`config.mk`:
```
export PLATFORM = sky130hd
export DESIGN_NAME = instruction_fetch
export DESIGN_NICKNAME = d
export VERILOG_FILES = /design/src/rtl/fetch_pkg.sv /design/src/rtl/fetch_out_buffer.sv /design/src/rtl/instruction_fetch.sv
export SDC_FILE = /design/constraint.sdc
export NUM_CORES = 1
export LEC_CHECK = 0
export CAP_MARGIN = 15
export CORE_UTILIZATION = 50
export DETAILED_ROUTE_END_ITERATION = 8
export GPL_TIMING_DRIVEN = 0
export PLACE_DENSITY = 0.79
export SYNTH_ARGS = -nofsm -noshare
export SYNTH_HDL_FRONTEND = slang
export SYNTH_SLANG_ARGS = --single-unit
```
`constraint.sdc`:
```
create_clock -name clk -period 2.8 [get_ports clk]
set_input_delay 0.56 -clock clk [delete_from_list [all_inputs] [get_ports clk]]
set_output_delay 0.56 -clock clk [all_outputs]
set_load 0.01 [all_outputs]
```
`src/rtl/fetch_pkg.sv`:
```
// Shared types for the instruction fetch slice.
//   fetch_state_t : FETCH / WAIT_SLOT / HALTED
//   instr_word_t  : big-endian instruction word as it leaves memory
//   INSTR_BYTES   : bytes per instruction (also the PC stride)
package fetch_pkg;

  localparam int INSTR_BYTES = 4;
  localparam int BYTE_IDX_W  = 2;
  // rsrc2 shares the upper nibble of the immediate field
  localparam int RSRC2_LSB   = 12;

  typedef enum logic [1:0] {
    FETCH     = 2'd0,
    WAIT_SLOT = 2'd1,
    HALTED    = 2'd2
  } fetch_state_t;

  typedef struct packed {
    logic [7:0]  opcode;     // word[31:24]
    logic [3:0]  rdest;      // word[23:20]
    logic [3:0]  rsrc1;      // word[19:16]
    logic [15:0] rsrc2_imm;  // word[15:0], rsrc2 = [15:12]
  } instr_word_t;

endpackage

```
`src/rtl/fetch_out_buffer.sv`:
```
// One-entry valid/ready holding register for an assembled instruction
// and the address of its first byte.
//   load/load_word/load_pc : write a new entry (wins over consume)
//   flush                  : drop the entry (redirect)
//   out_ready              : downstream consumes the entry when out_valid
//   out_valid/out_word/out_pc : held stable until consumed
module fetch_out_buffer
  import fetch_pkg::*;
#(
  parameter int ADDR_WIDTH = 16
) (
  input  logic                  clk,
  input  logic                  rst,
  input  logic                  load,
  input  logic                  flush,
  input  instr_word_t           load_word,
  input  logic [ADDR_WIDTH-1:0] load_pc,
  input  logic                  out_ready,
  output logic                  out_valid,
  output instr_word_t           out_word,
  output logic [ADDR_WIDTH-1:0] out_pc
);

  logic                  valid_q, valid_d;
  instr_word_t           word_q, word_d;
  logic [ADDR_WIDTH-1:0] pc_q, pc_d;

  always_comb begin
    valid_d = valid_q;
    word_d  = word_q;
    pc_d    = pc_q;
    if (flush) begin
      valid_d = 1'b0;
    end else if (load) begin
      valid_d = 1'b1;
      word_d  = load_word;
      pc_d    = load_pc;
    end else if (valid_q && out_ready) begin
      valid_d = 1'b0;
    end
  end

  always_ff @(posedge clk) begin
    if (rst) begin
      valid_q <= 1'b0;
      word_q  <= '0;
      pc_q    <= '0;
    end else begin
      valid_q <= valid_d;
      word_q  <= word_d;
      pc_q    <= pc_d;
    end
  end

  assign out_valid = valid_q;
  assign out_word  = word_q;
  assign out_pc    = pc_q;

endmodule

```
`src/rtl/instruction_fetch.sv`:
```
// Byte-serial instruction fetch. Reads four bytes per instruction from
// pc..pc+3 (big-endian, byte at pc is the opcode), assembles the word and
// hands it to the control unit through a one-entry output slot.
//   clk, rst            : clock, synchronous active-high reset
//   mem_*               : byte read port (req held until ack)
//   redirect_valid/_pc  : jump from execute, discards partial word and slot
//   halt / halted       : stop fetching permanently (until rst)
//   instr_*             : decoded fields with valid/ready handshake
// Optional: define FETCH_PERF_COUNTERS_EN to add perf_instr_count and
// perf_stall_count (saturating 32-bit counters).
module instruction_fetch
  import fetch_pkg::*;
#(
  parameter int                    ADDR_WIDTH = 16,
  parameter logic [ADDR_WIDTH-1:0] RESET_PC   = '0
) (
  input  logic                  clk,
  input  logic                  rst,
  output logic                  mem_req,
  output logic [ADDR_WIDTH-1:0] mem_addr,
  input  logic                  mem_ack,
  input  logic [7:0]            mem_rdata,
  input  logic                  redirect_valid,
  input  logic [ADDR_WIDTH-1:0] redirect_pc,
  input  logic                  halt,
  output logic                  instr_valid,
  input  logic                  instr_ready,
  output logic [7:0]            instr_opcode,
  output logic [3:0]            instr_rdest,
  output logic [3:0]            instr_rsrc1,
  output logic [3:0]            instr_rsrc2,
  output logic [15:0]           instr_imm,
  output logic [ADDR_WIDTH-1:0] instr_pc,
  output logic                  halted
`ifdef FETCH_PERF_COUNTERS_EN
  ,
  output logic [31:0]           perf_instr_count,
  output logic [31:0]           perf_stall_count
`endif
);

  fetch_state_t                    state_q, state_d;
  logic [ADDR_WIDTH-1:0]           pc_q, pc_d;
  logic [BYTE_IDX_W-1:0]           byte_idx_q, byte_idx_d;
  logic [INSTR_BYTES-1:0][7:0]     asm_q, asm_d;

  logic                  slot_valid, slot_load, slot_flush;
  instr_word_t           slot_word;
  logic [ADDR_WIDTH-1:0] slot_pc;
  logic                  ack_ok, slot_free;

  // Halt and redirect pre-empt the bus this cycle, so any ack is dropped.
  assign mem_req   = !rst && (state_q == FETCH) && !halt && !redirect_valid;
  assign mem_addr  = pc_q + ADDR_WIDTH'(byte_idx_q);
  assign ack_ok    = mem_req && mem_ack;
  assign slot_free = !slot_valid || instr_ready;
  assign halted    = (state_q == HALTED);

  always_comb begin
    state_d    = state_q;
    pc_d       = pc_q;
    byte_idx_d = byte_idx_q;
    asm_d      = asm_q;
    slot_load  = 1'b0;
    slot_flush = 1'b0;
    if (halt) begin
      state_d    = HALTED;
      byte_idx_d = '0;
    end else if (redirect_valid && state_q != HALTED) begin
      state_d    = FETCH;
      pc_d       = redirect_pc;
      byte_idx_d = '0;
      slot_flush = 1'b1;
    end else begin
      unique case (state_q)
        FETCH: begin
          if (ack_ok) begin
            // byte_idx 0 lands in the most significant byte
            asm_d[INSTR_BYTES-1-int'(byte_idx_q)] = mem_rdata;
            byte_idx_d = byte_idx_q + 1'b1;
            if (byte_idx_q == BYTE_IDX_W'(INSTR_BYTES - 1)) begin
              byte_idx_d = '0;
              if (slot_free) begin
                slot_load = 1'b1;
                pc_d      = pc_q + ADDR_WIDTH'(INSTR_BYTES);
              end else begin
                state_d = WAIT_SLOT;
              end
            end
          end
        end
        WAIT_SLOT: begin
          if (slot_valid && instr_ready) begin
            slot_load = 1'b1;
            pc_d      = pc_q + ADDR_WIDTH'(INSTR_BYTES);
            state_d   = FETCH;
          end
        end
        HALTED: ;
        default: state_d = FETCH;
      endcase
    end
  end

  always_ff @(posedge clk) begin
    if (rst) begin
      state_q    <= FETCH;
      pc_q       <= RESET_PC;
      byte_idx_q <= '0;
      asm_q      <= '0;
    end else begin
      state_q    <= state_d;
      pc_q       <= pc_d;
      byte_idx_q <= byte_idx_d;
      asm_q      <= asm_d;
    end
  end

  fetch_out_buffer #(.ADDR_WIDTH(ADDR_WIDTH)) u_out_buf (
    .clk       (clk),
    .rst       (rst),
    .load      (slot_load),
    .flush     (slot_flush),
    .load_word (instr_word_t'(asm_d)),
    .load_pc   (pc_q),
    .out_ready (instr_ready),
    .out_valid (slot_valid),
    .out_word  (slot_word),
    .out_pc    (slot_pc)
  );

  assign instr_valid  = slot_valid;
  assign instr_opcode = slot_word.opcode;
  assign instr_rdest  = slot_word.rdest;
  assign instr_rsrc1  = slot_word.rsrc1;
  assign instr_rsrc2  = slot_word.rsrc2_imm[RSRC2_LSB +: 4];
  assign instr_imm    = slot_word.rsrc2_imm;
  assign instr_pc     = slot_pc;

`ifdef FETCH_PERF_COUNTERS_EN
  logic [31:0] perf_instr_q, perf_instr_d;
  logic [31:0] perf_stall_q, perf_stall_d;

  always_comb begin
    perf_instr_d = perf_instr_q;
    perf_stall_d = perf_stall_q;
    if (slot_load && perf_instr_q != '1)
      perf_instr_d = perf_instr_q + 32'd1;
    if (((mem_req && !mem_ack) || state_q == WAIT_SLOT) && perf_stall_q != '1)
      perf_stall_d = perf_stall_q + 32'd1;
  end

  always_ff @(posedge clk) begin
    if (rst) begin
      perf_instr_q <= '0;
      perf_stall_q <= '0;
    end else begin
      perf_instr_q <= perf_instr_d;
      perf_stall_q <= perf_stall_d;
    end
  end

  assign perf_instr_count = perf_instr_q;
  assign perf_stall_count = perf_stall_q;
`endif

endmodule

```
# Yosys cells after proc, flatten, opt, wreduce, memory -nomap -nowiden
# Index checks and enable logic that the tools add are counted.
[op_classes]
eq_ne = 17
n_bitwise = 3
n_reduce_logical = 22
order_cmp = 2
n_mul = 0
muxes = 32
div_mod_pow = 0
addsub = 4
shift = 0
[op_table]
columns = ["op", "count"]
rows = [
  ["$mux W32", 4],
  ["$mux W16", 5],
  ["$bwmux W32", 1],
  ["$pmux W16 S2", 1],
  ["$add A16 B2 Y16", 1],
  ["$add A16 B3 Y16 const B", 1],
  ["$demux W8 S2", 1],
  ["$mux W2", 7],
  ["$mux W1", 10],
  ["$reduce_and A5 Y1", 2],
  ["$ne A3 B2 Y1 const B", 3],
  ["$mux W8", 1],
  ["$ne A2 B2 Y1 const B", 4],
  ["$ne A4 B3 Y1 const B", 2],
  ["$logic_and A1 B1 Y1", 7],
  ["$pmux W2 S3", 1],
  ["$reduce_and A6 Y1", 1],
  ["$eq A2 B2 Y1 const B", 2],
  ["$logic_not A1 Y1", 4],
  ["$lt A3 B4 Y1 const B", 1],
  ["$ne A4 B2 Y1 const B", 1],
  ["$ne A4 B4 Y1 const B", 1],
  ["$reduce_and A2 Y1", 2],
  ["$ge A3 B1 Y1 const B", 1],
  ["other kinds (14)", 16],
]
[word_totals]
rom_bits = 0
n_memories = 0
latchBits = 0
input_bits = 30
ramBits = 0
out_inout_bits = 71
elab_cells = 94
register_bits = 101

# Longest topological paths before layout
[logic_depth]
depth_word = 10
mapped_depth = 7

# By module
# From an unflattened synthesis, not the netlist that was laid out.
[unflattened]
cells_unflattened = 542
area_unflattened_um2 = 5246.3
[by_module_without_submodules]
columns = ["module", "area_per_inst_um2", "cells_per_inst", "instances", "seq_area_each_um2"]
rows = [
  ["instruction_fetch", 2969.1, 320, 1, 1041.0],
  ["fetch_out_buffer", 2277.2, 222, 1, 980.9],
]

# Worst setup path before layout
# No wires, ideal clock.
[synth_path]
kind = "input port to flip-flop"
startpoint = "in rst"
endpoint = "reg pc_q[10]"
path_buffers = 3
t_arrival_ns = 2.195
path_slack_ns = 0.472
cell_stages = 7
path_cell_list = "clkbuf_1 -> or4_1 -> or3_1 -> clkbuf_2 -> clkbuf_1 -> a221oi_1 -> o32ai_1"
[synth_via]
elab_chain_len = 7
[synth_lines]
columns = ["element", "line_no", "rtl"]
rows = [
  ["start: declaration", "instruction_fetch.sv:18", "input logic rst,"],
  ["$logic_not A1 Y1", "instruction_fetch.sv:53", "assign mem_req = !rst && (state_q == FETCH) && !halt && !redirect_valid;"],
  ["$logic_and A1 B1 Y1 (3 in series)", "instruction_fetch.sv:53", ""],
  ["$logic_and A1 B1 Y1", "instruction_fetch.sv:55", "assign ack_ok = mem_req && mem_ack;"],
  ["$ne A3 B2 Y1 (no source line)", "-", ""],
  ["$reduce_and A6 Y1 (no source line)", "-", ""],
  ["end signal: assignment", "instruction_fetch.sv:113", "pc_q <= pc_d;"],
  ["end: declaration", "instruction_fetch.sv:43", "logic [ADDR_WIDTH-1:0] pc_q, pc_d;"],
]
# Several ways; a longest one is shown, not always the timed one.
# A chain may end at the register's enable or synchronous reset.

# Worst setup path after layout
[layout_path]
startpoint = "reg pc_q[4]"
endpoint = "out mem_addr[13]"
[layout_via]
elab_chain_len = 1
[layout_lines]
columns = ["element", "line_no", "rtl"]
rows = [
  ["$add A16 B2 Y16", "instruction_fetch.sv:54", "assign mem_addr = pc_q + ADDR_WIDTH'(byte_idx_q);"],
  ["end: declaration", "instruction_fetch.sv:20", "output logic [ADDR_WIDTH-1:0] mem_addr,"],
]
# No other way between the ends.

==> implementation parameters <==
Parameter                              Value

Run
  Count of maximum capacitance violations ... 0

Drt
  Initial drt markers ... 373
  Post-detailed-route wirelength per cell ... 18.1 µm
  Vias ... 4127
  Via/cell ratio ... 5.92
  Remaining routing DRC violations ... 0
  Detailed-routing iteration count for the pre-antenna-repair pass ... 5
  Antenna viol nets, final ... 0
  Detailed-route wire length ... 12600 µm

Pwr
  Comb power frac ... 8.0%
  Part of the total power dissipated in sequential elements ... 56.8%
  Pleak ... 2.27 nW
  Switching power of the nets ... 0.000676 W
  Part of the total power dissipated in the clock network ... 35.2%
  Max VDD drop ... 0.000416 V
  Internal power ... 0.00189 W
  P per Cell Area ... 444 mW/mm²
  Net switching share of the total power ... 26.3%

Timing
  Share of the cycle needed by the critical path after routing ... 97.4%
  Layout Skew ... 0.0116 ns
  Post-layout minimum cycle time ... 2.73 ns
  Final-layout worst hold slack ... 0.501 ns
  Maximum clock frequency ... 367 MHz
  Hold violation count in the final report ... 0
  Accumulated negative setup slack ... 0 ns
  Pins over their slew limit ... 0
  Count of final setup violators ... 0
  Worst Max-Slew Pin Slew ... 0.973 ns
  RSZ-0062 raised after global routing ... false
  Worst slew slack as a fraction of its limit ... 34.8%

Worst setup path
  Type of origin of the critical path ... flop
  Worst endpoint required time ... 2.24 ns
  Slack of the worst reg-to-reg path ... 0.33 ns
  Type of destination of the critical path ... output pin
  Capturing point of the worst reg2reg path ... u_out_buf.out_pc[15]$_SDFFE_PP0P_
  Depth of the most critical reg-to-reg path ... 6
  Worst reg2reg path startpoint ... byte_idx_q[1]$_SDFFE_PP0P_
  Start-to-end type of the worst setup path ... flop to output pin
  Data arrival, critical path ... 2.17 ns
  Worst-path fanout max ... 8

Clock network
  Total CTS buffers ... 9
  Clock net sink count ... 101
  CTS tree ... built
  Clock transition at the registers of the reported paths ... 0.10 ns
  Root buffer cell ... clkbuf_8
  Largest buffer count on any clock path ... 2
  Clock insertion delay at the later pin of the skew report ... 0.38 ns
  CTS H-tree lvls ... 3

GRT
  Pin count of the biggest net entering global routing ... 19
  Total global routing overflow ... 0
  Initial antenna violation count ... 0
  Vias in the first global route ... 3781
  Total global-route track usage ... 29.0%
  Wire length of the first global-routing pass ... 19900 µm

Synthesis
  Average footprint of a synthesized cell ... 9.19 µm²
  Synth async-reset ratio ... 0%
  Register area share after synthesis ... 46.1%
  Number of warnings printed during yosys synthesis ... 0
  Main flop type after synthesis ... dfxtp_1
  Post-synth design cell area ... 0.00438 mm²
  Number of enable-type register cells in the synthesized netlist ... 0
  Net count after synthesis ... 515
  Number of flip-flops and latches in the synthesized netlist ... 101
  Cell count after synthesis ... 477
  Post-synthesis cell type count ... 47

Floorplan
  Initial core utilization ... 52.6%
  Die area ... 0.00914 mm²
  Top-level I/O count ... 101
  Row Count ... 33
  Die height ... 95.6 µm
  Area of the placeable core ... 0.00834 mm²
  Die extent in x ... 95.6 µm

Outcome
  Outcome ... finished clean

Cells and area
  Fraction of final layout cells with drive strength greater than 1 ... 10.6%
  Post-route insts no fill ... 697
  Antenna cell count ... 0
  Area growth from synthesis to final layout ... 32.1%
  Count of nets after finishing ... 625

Hold path
  Worst hold path type ... flop to flop
  Startpoint of the worst hold path ... asm_q[21]$_SDFF_PP0_
  Hold path cells ... 2
  End point of the most critical hold path ... asm_q[21]$_SDFF_PP0_

Placed design
  Routability congestion estimate ... 0.885
  Number of buffers added on ports ... 99
  Dpl hpwl ... 8980 µm
  Total placed cells including tap cells ... 681
worst max-delay path, stage by stage (launching register included):
cell and delay (ns):
dfxtp_4 0.41, and4_4 0.30, nand4_1 0.14, nor2_1 0.16, xor2_1 0.21, clkdlybuf4s50_1 0.57
worst max-delay path by stage:
stage                                     from  slack (ns)                                 end  depth (start not counted)
global route        byte_idx_q[1]$_SDFFE_PP0P_       0.002                        mem_addr[13]                          5
finish                    pc_q[4]$_SDFFE_PP0P_        0.07                        mem_addr[13]                          5
detailed placement                        halt       -0.25  u_out_buf.out_word[7]$_SDFFE_PP0P_                          5
floorplan                                  rst        0.47               pc_q[10]$_SDFFE_PP0P_                          7
CTS                 byte_idx_q[0]$_SDFFE_PP0P_      0.0003                        mem_addr[12]                          7
global placement                          halt       -0.21                pc_q[8]$_SDFFE_PP0P_                          7
final cells by class:
cell class / count / area [µm²]
Multi-Input combinational cell: 324 / 2180
Inverter: 9 / 33.8
Sequential cell: 101 / 2060
Clock buffer: 10 / 138
Tap cell: 105 / 131
Timing Repair Buffer: 106 / 1030
Buffer: 36 / 165
Clock inverter: 6 / 56.3
Fill cell: 658 / 2550
cell usage after synthesis (3+ instances only):
library cell	n	area (µm²)
nand2b_1	3	18.8
a2111oi_0	3	26.3
o32ai_1	11	96.3
ha_1	7	87.6
xor2_1	10	87.6
nand4_1	6	37.5
a211oi_1	3	22.5
o31a_1	8	70.1
and3_1	3	18.8
inv_1	8	30.0
xnor2_1	4	35.0
mux2i_1	50	500
a21oi_1	40	200
dfxtp_1	101	2020
nor2_1	61	229
nor3_1	4	20.0
clkbuf_1	36	135
nand3_1	15	75.1
o21ai_0	34	170
and4_1	3	26.3
buf_4	4	30.0
a221oi_1	12	105
or3_1	3	18.8
nand2_1	21	78.8
timing repair:
action	in CTS	in global routing
hold buffers	0	0
pin swaps	1	2
buffers inserted	4	3
setup endpoints to repair	14	11
gates resized for setup	32	20
flip-flops by register name (all words and copies together), names as in the netlist:
register	count
asm_q	32
u_out_buf.out_word	32
pc_q	16
u_out_buf.out_pc	16
byte_idx_q	2
state_q	2
u_out_buf.out_valid	1
per-stage QoR:
step | instance area, µm² | utilization [%] | worst slack (ns) | total power [W]
after CTS | 5730 | 68.7 | 0.000256 | 0.00258
after floorplan | 4380 | - | 0.472 | 0.00159
after global placement | 5510 | 66.0 | -0.207 | 0.00170
final | 5790 | 69.4 | 0.0738 | 0.00257
after detailed placement | 5510 | 66.0 | -0.246 | 0.00170
after global routing | 5790 | 69.4 | 0.00175 | 0.00266
cell usage in the layout (no fill, tap or decap), types with 3 or more instances in the layout:
master / Yosys / layout
or3_1: 3 / 3
dlygate4sd2_1: 0 / 5
clkdlybuf4s50_1: 0 / 90
clkbuf_2: 1 / 3
a21oi_1: 40 / 39
a211oi_1: 3 / 3
and3_1: 3 / 3
inv_1: 8 / 8
buf_4: 4 / 11
a221oi_1: 12 / 12
clkbuf_1: 36 / 27
a2111oi_0: 3 / 3
xnor2_1: 4 / 4
xor2_1: 10 / 10
dfxtp_4: 0 / 7
clkbuf_8: 0 / 10
nand3_1: 15 / 15
o31a_1: 8 / 8
nand2_1: 21 / 21
nand4_1: 6 / 6
dfxtp_1: 101 / 87
nand2b_1: 3 / 3
mux2i_1: 50 / 50
o32ai_1: 11 / 11
dfxtp_2: 0 / 7
o21ai_0: 34 / 34
nor3_1: 4 / 3
nor2_1: 61 / 60
ha_1: 7 / 6
power groups by stage:
stage | Sequential (W) | Combinational, W | Clock (W)
finish | 0.00146 | 0.000206 | 0.000906
global route | 0.00146 | 0.000221 | 0.000981
CTS | 0.00146 | 0.000201 | 0.000915
detailed placement | 0.00149 | 0.000205 | 0
global placement | 0.00149 | 0.000204 | 0
floorplan | 0.00149 | 0.000103 | 0
routing by layer:
metal  part of all wire, %  GRT usage [%]  routed length (µm)  vias to the layer above
met5                     0              0                   0                        -
met4                   1.9           9.08                 239                        0
met3                   7.5           7.50                 950                       22
met2                    47           45.6                5980                      182
met1                    43           38.8                5470                     2002
li1                      -              -                   -                     1921
logic make-up (layout without fill, tap and decap cells):
family / Yosys count / in the layout / share of synthesized area, %
fa+ha+maj: 8 / 8 / 2.45
xor+xnor: 14 / 14 / 2.80
flops: 101 / 101 / 46.1
mux: 51 / 51 / 11.7
simple gates: 132 / 132 / 14.2
buf+inv: 52 / 167 / 5.02
compound gates: 119 / 119 / 17.7
No activity file was read; power rests on OpenSTA's default activity.
